==> config.mk <==
export PLATFORM = sky130hd
export DESIGN_NAME = uart_host_if
export DESIGN_NICKNAME = d
export VERILOG_FILES = /design/src/rtl/uart_host_if.sv
export SDC_FILE = /design/constraint.sdc
export NUM_CORES = 1
export LEC_CHECK = 0
export BUFFER_PORTS_ARGS = -buffer_cell sky130_fd_sc_hd__buf_2
export CORE_MARGIN = 10
export CORE_UTILIZATION = 57
export DETAILED_ROUTE_END_ITERATION = 7
export PLACE_DENSITY = 0.85
export REMOVE_ABC_BUFFERS = 1
export SLEW_MARGIN = 20
export SYNTH_ARGS = -nofsm -noshare
export SYNTH_HDL_FRONTEND = slang
export SYNTH_SLANG_ARGS = --single-unit
==> constraint.sdc <==
create_clock -name clk -period 6 [get_ports clk]
set_input_delay 0.3 -clock clk [delete_from_list [all_inputs] [get_ports clk]]
set_output_delay 0.3 -clock clk [all_outputs]
set_load 0.005 [all_outputs]
==> src/rtl/uart_host_if.sv <==
// uart_host_if: CPU register front end for the UART controller with a local RX holding FIFO.
// Optional interrupt output enabled by defining UART_HOST_IRQ_EN.
module uart_host_if #(
    parameter int WORD_SIZE = 8,
    parameter int RX_DEPTH  = 4,
    parameter int BUS_W     = 32
) (
    input  logic                 clk,
    input  logic                 rst,
    input  logic                 req_valid,
    input  logic                 req_we,
    input  logic [1:0]           req_addr,
    input  logic [BUS_W-1:0]     req_wdata,
    output logic                 resp_valid,
    output logic [BUS_W-1:0]     resp_rdata,
    output logic [WORD_SIZE-1:0] ctl_data_in,
    output logic                 ctl_write_nic,
    output logic                 ctl_read_nic,
    input  logic [WORD_SIZE-1:0] ctl_data_out,
    input  logic                 ctl_read_nic_i,
    output logic                 irq
);
    localparam int AW = $clog2(RX_DEPTH);

    typedef enum logic [1:0] {IDLE, PULL, CAPTURE} state_t;
    state_t state, state_nx;

    logic [WORD_SIZE-1:0] fifo [RX_DEPTH];
    logic [AW-1:0]        rd_ptr, wr_ptr;
    logic [AW:0]          count;
    logic [15:0]          tx_count;
    logic [2:0]           stall;
    logic                 underrun, overrun, irq_en;
    logic                 push, pop, rd, wr, empty, full, rx_empty_rd, stalled;
    logic [BUS_W-1:0]     status, rdata;
    logic                 unused;

    assign rd          = req_valid & ~req_we;
    assign wr          = req_valid & req_we;
    assign empty       = count == '0;
    assign full        = count == (AW+1)'(RX_DEPTH);
    assign pop         = rd && req_addr == 2'd0 && !empty;
    assign rx_empty_rd = rd && req_addr == 2'd0 && empty;
    // A pending word the full FIFO cannot take; counted to detect a stuck controller.
    assign stalled     = state == IDLE && full && ctl_read_nic_i;
    assign status      = BUS_W'({8'(count), 3'b000, irq, overrun, underrun, full, ~empty});
    assign unused      = ^req_wdata;

    always_ff @(posedge clk)
        state <= rst ? IDLE : state_nx;

    always_comb
        state_nx = state == IDLE ? ((ctl_read_nic_i && !full) ? PULL : IDLE) :
                   state == PULL ? CAPTURE : IDLE;

    always_comb begin
        ctl_read_nic = state == PULL;
        push         = state == CAPTURE;
    end

    always_comb
        rdata = !rd                ? '0 :
                req_addr == 2'd0   ? (empty ? '0 : BUS_W'(fifo[rd_ptr])) :
                req_addr == 2'd1   ? BUS_W'(tx_count) :
                req_addr == 2'd2   ? status : BUS_W'(irq_en);

    always_ff @(posedge clk) begin
        if (rst) begin
            resp_valid    <= 1'b0;
            resp_rdata    <= '0;
            ctl_write_nic <= 1'b0;
            ctl_data_in   <= '0;
            tx_count      <= '0;
            rd_ptr        <= '0;
            wr_ptr        <= '0;
            count         <= '0;
            underrun      <= 1'b0;
            overrun       <= 1'b0;
            stall         <= '0;
        end else begin
            resp_valid    <= req_valid;
            resp_rdata    <= rdata;
            ctl_write_nic <= wr && req_addr == 2'd1;
            if (wr && req_addr == 2'd1) begin
                ctl_data_in <= req_wdata[WORD_SIZE-1:0];
                tx_count    <= tx_count + 16'd1;
            end
            if (push) begin
                fifo[wr_ptr] <= ctl_data_out;
                wr_ptr       <= wr_ptr + 1'b1;
            end
            if (pop)
                rd_ptr <= rd_ptr + 1'b1;
            count <= count + (AW+1)'(push) - (AW+1)'(pop);
            if (rx_empty_rd)
                underrun <= 1'b1;
            else if (wr && req_addr == 2'd3 && req_wdata[1])
                underrun <= 1'b0;
            if (stalled && stall == 3'd7)
                overrun <= 1'b1;
            else if (wr && req_addr == 2'd3 && req_wdata[2])
                overrun <= 1'b0;
            stall <= !stalled ? 3'd0 : stall == 3'd7 ? 3'd7 : stall + 3'd1;
        end
    end

`ifdef UART_HOST_IRQ_EN
    always_ff @(posedge clk) begin
        if (rst) begin
            irq_en <= 1'b0;
            irq    <= 1'b0;
        end else begin
            if (wr && req_addr == 2'd3)
                irq_en <= req_wdata[0];
            irq <= irq_en & (~empty | underrun | overrun);
        end
    end
`else
    assign irq_en = 1'b0;
    assign irq    = 1'b0;
`endif
endmodule
Word-level counts from Yosys, hierarchy flattened
Memories as Yosys holds them, arrays and structs flattened. A register that Yosys moved wholly into a read port is not among the register bits.
Index checks and enable logic that the tools add are counted.
{"block": "word_totals", "reg_bits": 72, "mem_bits_rw": 32, "in_bits": 47, "out_inout_bits": 44, "word_cells": 69, "n_memories": 1}
{"name": "fifo", "depth": 4, "word_bits": 8, "read_ports": 1, "rd_ports_with_merged_regs": 1, "write_ports": 1, "line_no": "28", "text": "logic [WORD_SIZE-1:0] fifo [RX_DEPTH];"}
{"block": "op_classes", "addsub": 6, "eq_ne": 7, "n_mux": 17, "bitwise_logic": 6, "reduce_logical": 20}
{"operator": "two-way mux 16 bit", "n": 2}
{"operator": "adder 16 x 1 -> 16 bit (second input constant)", "n": 1}
{"operator": "logical AND 1 bit", "n": 11}
{"operator": "two-way mux 11 bit", "n": 1}
{"operator": "two-way mux 1 bit", "n": 8}
{"operator": "two-way mux 2 bit", "n": 4}
{"operator": "two-way mux 8 bit", "n": 1}
{"operator": "== test 2 bit (second input constant)", "n": 3}
{"operator": "== test 3 bit (second input constant)", "n": 2}
{"operator": "adder 2 x 1 -> 2 bit (second input constant)", "n": 2}
{"operator": "== test 2 x 1 -> 1 bit (second input constant)", "n": 2}
{"operator": "logical NOT 2 bit", "n": 2}
{"operator": "inverter 1 bit", "n": 4}
{"operator": "nonzero test 2 bit", "n": 2}
{"operator": "OR reduction 2 bit", "n": 2}
{"operator": "adder 3 x 1 -> 3 bit", "n": 1}
{"operator": "adder 3 x 1 -> 3 bit (second input constant)", "n": 1}
{"operator": "logical NOT 3 bit", "n": 1}
{"operator": "two-way mux 3 bit", "n": 1}
{"operator": "subtractor 3 x 1 -> 3 bit", "n": 1}
{"operator": "AND 1 bit", "n": 2}
{"operator": "logical NOT 1 bit", "n": 2}

Logic depth before layout (Yosys ltp)
Gate-level depths: netlist (run 1).
{"block": "logic_depth", "word_depth": 6, "mapped_depth": 10, "mapped_depth_nobuf": 9}

Worst setup path before layout (run 1)
No wires, ideal clock.
{"block": "synth_timing", "path_type": "register -> register", "from": "register count[2]", "to": "register count[2]", "setup_time_ns": 0.128, "arrival_ns": 2.087, "t_required_ns": 5.872, "path_slack_ns": 3.786, "stages_incl_launch_ff": 10, "path_buffers": 0, "synth_period_minus_slack_ns": 2.214, "cell_sequence": "dfxtp_1 or3_1 and3_1 ha_1 inv_1 ha_1 fa_1 xnor2_1 xnor2_1 nor2_1"}
{"block": "synth_via", "elab_chain_cells": 4, "elab_cells_between_ends": 5, "classes_between": "2 x add/sub; 3 x reduce/logical"}
{"element": "from (decl)", "line_no": "30", "text": "logic [AW:0] count;"}
{"element": "from (signal assigned)", "line_no": "94", "text": "count <= count + (AW+1)'(push) - (AW+1)'(pop);"}
{"element": "logical NOT 3 bit", "line_no": "40", "text": "assign empty = count == '0;"}
{"element": "logical NOT 1 bit", "line_no": "42", "text": "assign pop = rd && req_addr == 2'd0 && !empty;"}
{"element": "logical AND 1 bit", "line_no": "42"}
{"element": "via pop", "line_no": "34", "text": "logic push, pop, rd, wr, empty, full, rx_empty_rd, stalled;"}
{"element": "subtractor 3 x 1 -> 3 bit", "line_no": "94"}
The timed path passes the listed nets, and every way through them passes these cells.
A chain may end at the register's enable or synchronous reset.

Worst setup path in the final report (run 1)
Ends and elaborated chain as after synthesis.

==> metrics.md, run 1 <==
| Metric | Value |
|---|---|
| Layout cells sized above 1 | 20.2% |
| Sw Pwr | 0.239 mW |
| Inserted Clock Buffers | 9 |
| Routed vias/inst | 5.29 |
| Filler cells | approximately 480 |
| Vias | 2333 |
| NumNets Final | around 420 |
| Setup violators final | 0 |
| CTS tree | yes |
| Setup crit start kind | flop |
| Worst setup path category | reg -> reg |
| Place WS | 3.66 ns |
| Simple-gate share of the synthesized area | 17.1% |
| Critical Path RT | around 6.2 ns |
| Synth area leaders | dfxtp_1 (32%), edfxtp_1 (27%), mux4_2 (5.0%) |
| Post-route setup slack | roughly 3.7 ns |
| Area of the multi-input gates | around 1300 sq um |
| Skew-Pair Late Insertion Delay | 0.35 ns |
| Core area | roughly 6000 sq um |
| Final Hold Vio Count | 0 |
| Worst VDD drop | 0.233 mV |
| Min Clock Period, post-route | 2.34 ns |
| Fin area | roughly 4000 sq um |
| Sequential area share after synthesis | 58.6% |
| ANT nets after route | 0 |
| Final cycle utilization of the critical path | 39.1% |
| Worst Setup End Kind | flop |
| Clock power frac | 33.9% |
| Pin count of the biggest net entering global routing | 42 |
| Chip height | 99.7 microns |
| Crit path max fanout | 5 |
| Slew headroom | 53.6% |
| Synth Register Bits | 90 |
| Routability cong. | 0.810 |
| Synth Warn # | 0 |
| Clock sink total | 90 |
| Iter 0 DRT Violations | between 100 and 150 |
| I/O pin cnt | 91 |
| Fmax | 0.427 GHz |
| Mux share of post-synthesis cell area | 4.98% |
| Clock skew | 0.00751 ns |
| Max Cap Viol | 0 |
| PwrDens | 260 nW/um^2 |
| Synth area leader | dfxtp_1 |
| Number of flops mapped to enable cells by yosys | 32 |
| Adder-cell share of the synthesized area | 3.32% |
| Hold slack | 0.161 ns |
| Synth top area share | 32.1% |
| Complex-gate fraction of the synthesized area | 6.12% |
| Cts repair resizes | 0 |
| Placed Cells incl. Taps | 425 |
| Critical path data arrival time | 2.56 ns |
| Area of the die | approximately 10000 sq um |
| Min-delay worst type | in -> reg |
| Root buffer cell | clkbuf_8 |
| PortBufs | 49 |
| CP max-delay cell | fa_1 |
| Reg clk slew, reported paths | 0.08 ns |
| Antenna Diode Count | 0 |
| TNS Setup | 0 ns |
| H-tree lvl count | 3 |
| Hold buffers post-CTS | 0 |
| Placed cell areas | 3830 sq um |
| Worst-Margin Slew | 0.696 ns |
| Seq pwr share | 61.6% |
| Wire per inst | 15.2 microns |
| Critical path, cell by cell | or3_1 -> and3_1 -> ha_1 -> inv_1 -> ha_1 -> fa_1 -> xnor2_1 -> xnor2_1 -> nor2_1 |
| First-pass GRT wire length | 11100 microns |
| Die Wd | around 100 microns |
| Initial Util | 60.0% |
| Number of distinct library cells after synthesis | 40 |
| Final cell count without fillers | 441 |
| Fin. max-slew vios | 0 |
| Gate power share | 4.6% |
| Cells after synthesis | 315 |
| Row cnt | 28 |
| GRT Resource Usage Total | 13.7% |
| Vias in the first global route | 2293 |
| Dpl hpwl | 4880 microns |
| Overall routed net length | 6700 microns |
| Main combinational cell family by area after synthesis | simple AND/OR/NAND/NOR gates |
| Crit path buf inv count | 1 |
| Internal power | 0.804 mW |
| DRC Markers | 0 |
| P&R area growth vs syn | 10.7% |
| Sw Share | 22.9% |
| Maximum clock insertion buffer count | 2 |
| Outcome | finished, final reports clean |
| XOR/XNOR Fraction of Synth Area | 3.63% |
| Unrepaired setup endpoints after global routing | no |
| Crit-path max cell delay | between 0.4 and 0.5 ns |
| Static leakage | ~1.5 nW |
| Synthesized area | 3620 sq um |
| Antenna violations before repair | 0 |
| Global route total overflow | 0 |
| Top cell family by delay on the critical path | adder cells |
| FFs w/ async S/R, synth | 0% |
| Synth Flop Type | dfxtp_1 |
| # Post-CTS Setup Buffers | 0 |
| TritonRoute pass-1 iters | 4 |
| Avg Cell Area, Syn | ~11 sq um |
| Seq. cell area | 2120 sq um |
state kept, by name (all words and copies together), names as in the netlist, 2 cells and up, named ones only:
name / count
count: 3
ctl_data_in: 8
wr_ptr: 2
tx_count: 16
rd_ptr: 2
state: 2
fifo: 32
stall: 3
resp_rdata: 16
cell usage in the layout (no fill, tap or decap), drive strengths merged, types with 5 or more instances in the layout:
| cell | count |
|---|---|
| buf | 49 |
| nor2b | 10 |
| inv | 11 |
| xor2 | 7 |
| dfxtp | 58 |
| mux4 | 8 |
| edfxtp | 32 |
| nor2 | 29 |
| ha | 8 |
| xnor2 | 8 |
| and2 | 9 |
| and3 | 5 |
| o21ai | 7 |
| conb | 17 |
| clkbuf | 9 |
| nand2 | 29 |
| nand3 | 6 |
| a21oi | 18 |
| nand4 | 5 |
worst paths after layout:
check	slack, ns	cells past startpoint	from	to
worst min register to register	0.44	1	stall[0]	stall[0]
worst min-delay path	0.16	1	ctl_data_out[3]	fifo[2][3]
worst max-delay path	3.66	9	count[2]	count[2]
worst max register to register	3.66	9	count[2]	count[2]
cell families after synthesis:
kind of cell	Yosys count
other	1
buffers and inverters	40
flip-flops	90
XOR/XNOR	15
AO/OA/AOI/OAI	36
AND/OR/NAND/NOR	116
multiplexers	8
adder cells (fa/ha/maj)	9
layout make-up:
| class | count | share of cell area [%] |
|---|---|---|
| clock buffers | 9 | 3.09 |
| repair buffers | 49 | 6.12 |
| well taps | 75 | 2.34 |
| clock inverters | 7 | 1.13 |
| inverters | 10 | 0.938 |
| flip-flops and latches | 90 | 53.0 |
| multi-input cells | 201 | 33.4 |
worst reg2reg max path: stages (launching register included):
cell,delay [ns]
dfxtp_1,0.36
or3_1,0.40
and3_1,0.19
ha_1,0.28
inv_1,0.04
ha_1,0.18
fa_1,0.41
xnor2_1,0.18
xnor2_1,0.13
nor2_1,0.05
cell usage after synthesis, drive strengths merged, types with 3 or more instances:
cell type  count
a21oi         18
a222oi         3
a22oi          3
and2           9
and3           5
buf           21
clkbuf         9
dfxtp         58
edfxtp        32
ha             8
inv           10
mux4           8
nand2         29
nand3          6
nand4          5
nand4b         3
nor2          29
nor2b         10
nor3           4
o21ai          7
o2bb2ai        4
or3            4
xnor2          8
xor2           7
per-layer routing:
layer  part of all wire, %  GRT usage, %  up-vias
met3                   8.7          6.78        8
met4                  0.82          4.30        0
met1                    43          15.6     1085
met2                    48          22.0       81
met5                     0             0        -
li1                      -             -     1159
power groups by stage:
stage,Combinational (mW),Clock (mW),Sequential (mW)
6_report,0.0478,0.353,0.642
5_1_grt,0.0547,0.391,0.643
4_1_cts,0.0474,0.363,0.642
3_5_place_dp,0.0472,0,0.656
3_3_place_gp,0.0451,0,0.656
2_1_floorplan,0.0239,0,0.655
per-stage QoR:
stage	power, mW	util, %
6_report	1.04	66.4
2_1_floorplan	0.679	-
5_1_grt	1.09	66.4
3_3_place_gp	0.701	63.6
3_5_place_dp	0.703	63.6
4_1_cts	1.05	66.4
(Power assumes the default switching activity.)
==> run 2, diff against run 1 <==
--- a/config.mk
+++ b/config.mk
@@ -7,9 +7,9 @@
 export LEC_CHECK = 0
 export BUFFER_PORTS_ARGS = -buffer_cell sky130_fd_sc_hd__buf_2
 export CORE_MARGIN = 10
-export CORE_UTILIZATION = 57
+export CORE_UTILIZATION = 47
 export DETAILED_ROUTE_END_ITERATION = 7
-export PLACE_DENSITY = 0.85
+export PLACE_DENSITY = 0.75
 export REMOVE_ABC_BUFFERS = 1
 export SLEW_MARGIN = 20
 export SYNTH_ARGS = -nofsm -noshare
==> constraint.sdc (replaced) <==
create_clock -name clk -period 2.1 [get_ports clk]
set_input_delay 0.105 -clock clk [delete_from_list [all_inputs] [get_ports clk]]
set_output_delay 0.105 -clock clk [all_outputs]
set_load 0.005 [all_outputs]
==> run 2 against run 1 <==
  * Maximum frequency up 9.8%
  * The run now ends with negative setup slack left
  * Sequential share of layout area down 4.2 points
  * Cell area up 8.6%
  * Largest cell class unchanged
  * Final cell count up 12%
  * Utilization down 7.4 points
  * Register-to-register slack worse by 3.7 ns
  * Non-clock buffer count up 28
  * Worst setup slack worse by 3.7 ns
  * Routed wire length up 10%
  * Clock-buffer cell count up 3
  * Sequential power rose to 2.9 times the previous value
==> metrics.md, run 2 (synthesized netlist as in run 1, its figures left out) <==
| Metric | Value |
|---|---|
| Outcome | complete, but fails checks |
| Failing checks | negative setup slack |
| Crit path buf inv count | 1 (unchanged) |
| Setup violators final | 1 (+1) |
| Inserted Clock Buffers | 9 (unchanged) |
| Dpl hpwl | 5200 microns (+6.5%) |
| CP max-delay cell | or3_4 |
| PwrDens | 722 nW/um^2 (+180%) |
| Filler cells | 603 (+26%) |
| Power, Total | 3.14 mW (+200%) |
| Post-route setup slack | -0.0354 ns (-3.69 ns) |
| Max Cap Viol | 0 (unchanged) |
| Core area | 7370 sq um (+22%) |
| PortBufs | 49 (unchanged) |
| Top cell family by delay on the critical path | adder cells |
| Static leakage | 1.70 nW (+9.8%) |
| First-pass GRT wire length | 11900 microns (+7.5%) |
| Root buffer cell | clkbuf_8 |
| Pin count of the biggest net entering global routing | 29 (-31%) |
| Overall routed net length | 7380 microns (+10%) |
| NumNets Final | 445 (+6.7%) |
| Clock skew | 0.00980 ns (+0.00229 ns) |
| Slew headroom | 62.1% (+8.5 points) |
| GRT Resource Usage Total | 12.9% (-0.82 points) |
| Initial Util | 49.1% (-11 points) |
| Chip height | 108 microns (+8.1%) |
| Crit path max fanout | 2 (-3) |
| Routability cong. | 0.842 (+3.9%) |
| Worst setup path category | reg -> reg |
| Placed cell areas | 3950 sq um (+2.9%) |
| Commonest non-fill, non-tap cell in the layout | dfxtp_1 |
| Fmax | 0.468 GHz (+9.8%) |
| Reg clk slew, reported paths | 0.08 ns (about the same) |
| Max reg flops | 32 (unchanged) |
| Top reg by flops | fifo |
| Setup crit start kind | flop |
| Setup crit end | count[2] |
| Wire per inst | 15.0 microns (-1.3%) |
| Maximum clock insertion buffer count | 2 (unchanged) |
| Critical Path RT | 2.34 ns (-3.88 ns) |
| Iter 0 DRT Violations | 100 (-12%) |
| Worst VDD drop | 0.456 mV (+95%) |
| Vias | 2477 (+6.2%) |
| Min Clock Period, post-route | 2.14 ns (-0.209 ns) |
| Vias in the first global route | 2469 (+7.7%) |
| Global route total overflow | 0 (unchanged) |
| Worst-Margin Slew | 0.566 ns (-0.130 ns) |
| R2r endpoint | count[2] |
| Antenna violations before repair | 0 (unchanged) |
| TritonRoute pass-1 iters | 4 (unchanged) |
| Layout cells sized above 1 | 24.2% (+4.0 points) |
| TNS Setup | -0.0354 ns (-0.0354 ns) |
| Critical path data arrival time | 2.37 ns (-0.19 ns) |
| Min-delay worst type | in -> reg |
| Critical path, cell by cell | or3_4 -> and3_4 -> ha_4 -> inv_2 -> ha_4 -> fa_2 -> xnor2_2 -> xnor2_1 -> nor2_1 |
| Clock sink total | 90 (unchanged) |
| Crit path from | count[2] |
| ANT nets after route | 0 (unchanged) |
| H-tree lvl count | 3 (unchanged) |
| Row cnt | 31 (+11%) |
| DRC Markers | 0 (unchanged) |
| Die Wd | 108 microns (+8.1%) |
| Worst reg-to-reg path cell count | 9 (unchanged) |
| P&R area growth vs syn | 20.2% |
| Final Hold Vio Count | 0 (unchanged) |
| Unrepaired setup endpoints after global routing | yes |
| Fin area | 4350 sq um (+8.6%) |
| I/O pin cnt | 91 (unchanged) |
| Critical R2R Launch | count[2] |
| Worst reg2reg setup slack | -0.04 ns (-3.69 ns) |
| Most frequent cells in the layout | dfxtp_1 (56), buf_2 (49), edfxtp_1 (32), nor2_1 (29), nand2_1 (29) |
| Final cycle utilization of the critical path | 102% (+63 points) |
| Worst path most repeated cell | ha_4 |
| Largest regs | fifo: 32 flops, resp_rdata: 16 flops, tx_count: 16 flops |
| Worst Setup End Kind | flop |
| Crit-path max cell delay | 0.39 ns (-0.02 ns) |
| Area of the die | 11600 sq um (+17%) |
| Fin. max-slew vios | 0 (unchanged) |
| CTS tree | yes |
| Routed vias/inst | 5.03 (-4.8%) |
| Antenna Diode Count | 0 (unchanged) |
| Skew-Pair Late Insertion Delay | 0.35 ns (about the same) |
| Crit. path cell count | 9 (unchanged) |
run 2: worst min-delay path by stage:
stage,depth (start not counted),start,to,slack (ns)
after floorplan,1,rst,ctl_data_in[0],0.17
after global placement,1,ctl_data_out[1],fifo[3][1],0.32
after detailed placement,1,ctl_data_out[1],fifo[1][1],0.32
after CTS,2,req_valid,resp_valid,0.03
after global routing,2,req_valid,resp_valid,0.05
final,2,req_valid,resp_valid,0.06
run 2: per-stage QoR:
step                hold WS [ns]  util, %  setup slack, ns  instances
global route              0.0458     59.0          -0.0885        492
detailed placement         0.324     53.6           -0.161        460
CTS                       0.0326     59.0          -0.0185        492
global placement           0.317     53.6           -0.111        460
finish                    0.0571     59.0          -0.0354        492
floorplan                  0.174        -           -0.101        301
run 2: what timing repair did:
action,in CTS,in global routing
buffers inserted,1,0
hold buffers,16,0
resized for setup,10,0
endpoints found under the hold margin,40,0
setup endpoints to repair,1,1
pin swaps,5,5
run 2: report_power, final:
part / total, mW / switching (mW) / internal (mW) / leakage [nW]
Clock: 1.12 / 0.546 / 0.578 / 0.0992
Combinational: 0.188 / 0.0983 / 0.0894 / 0.840
Sequential: 1.83 / 0.0112 / 1.82 / 0.757
Total: 3.14 / 0.655 / 2.49 / 1.70
run 2: area by class of cell:
cell class,instances,area (sq um),area share [%]
clock buffers,12,146,3.37
well taps,99,124,2.85
multi-input cells,201,1380,31.8
clock inverters,3,40.0,0.921
repair buffers,77,495,11.4
inverters,10,37.5,0.863
flip-flops and latches,90,2120,48.8
run 2: metal layers:
metal  vias up  global-route usage [%]  routed length, microns
met2        87                    22.0                    3730
met5         -                       0                       0
met3        12                    4.55                     611
met1      1165                    14.1                    2910
li1       1213                       -                       -
met4         0                    5.73                     126
run 2: worst register-to-register path: cells and delay by family (launching register included):
| family | cells | cell delay, ns |
|---|---|---|
| buf+inv | 1 | 0.03 |
| fa+ha+maj | 3 | 0.78 |
| simple gates | 3 | 0.62 |
| xor+xnor | 2 | 0.27 |
| flops | 1 | 0.32 |
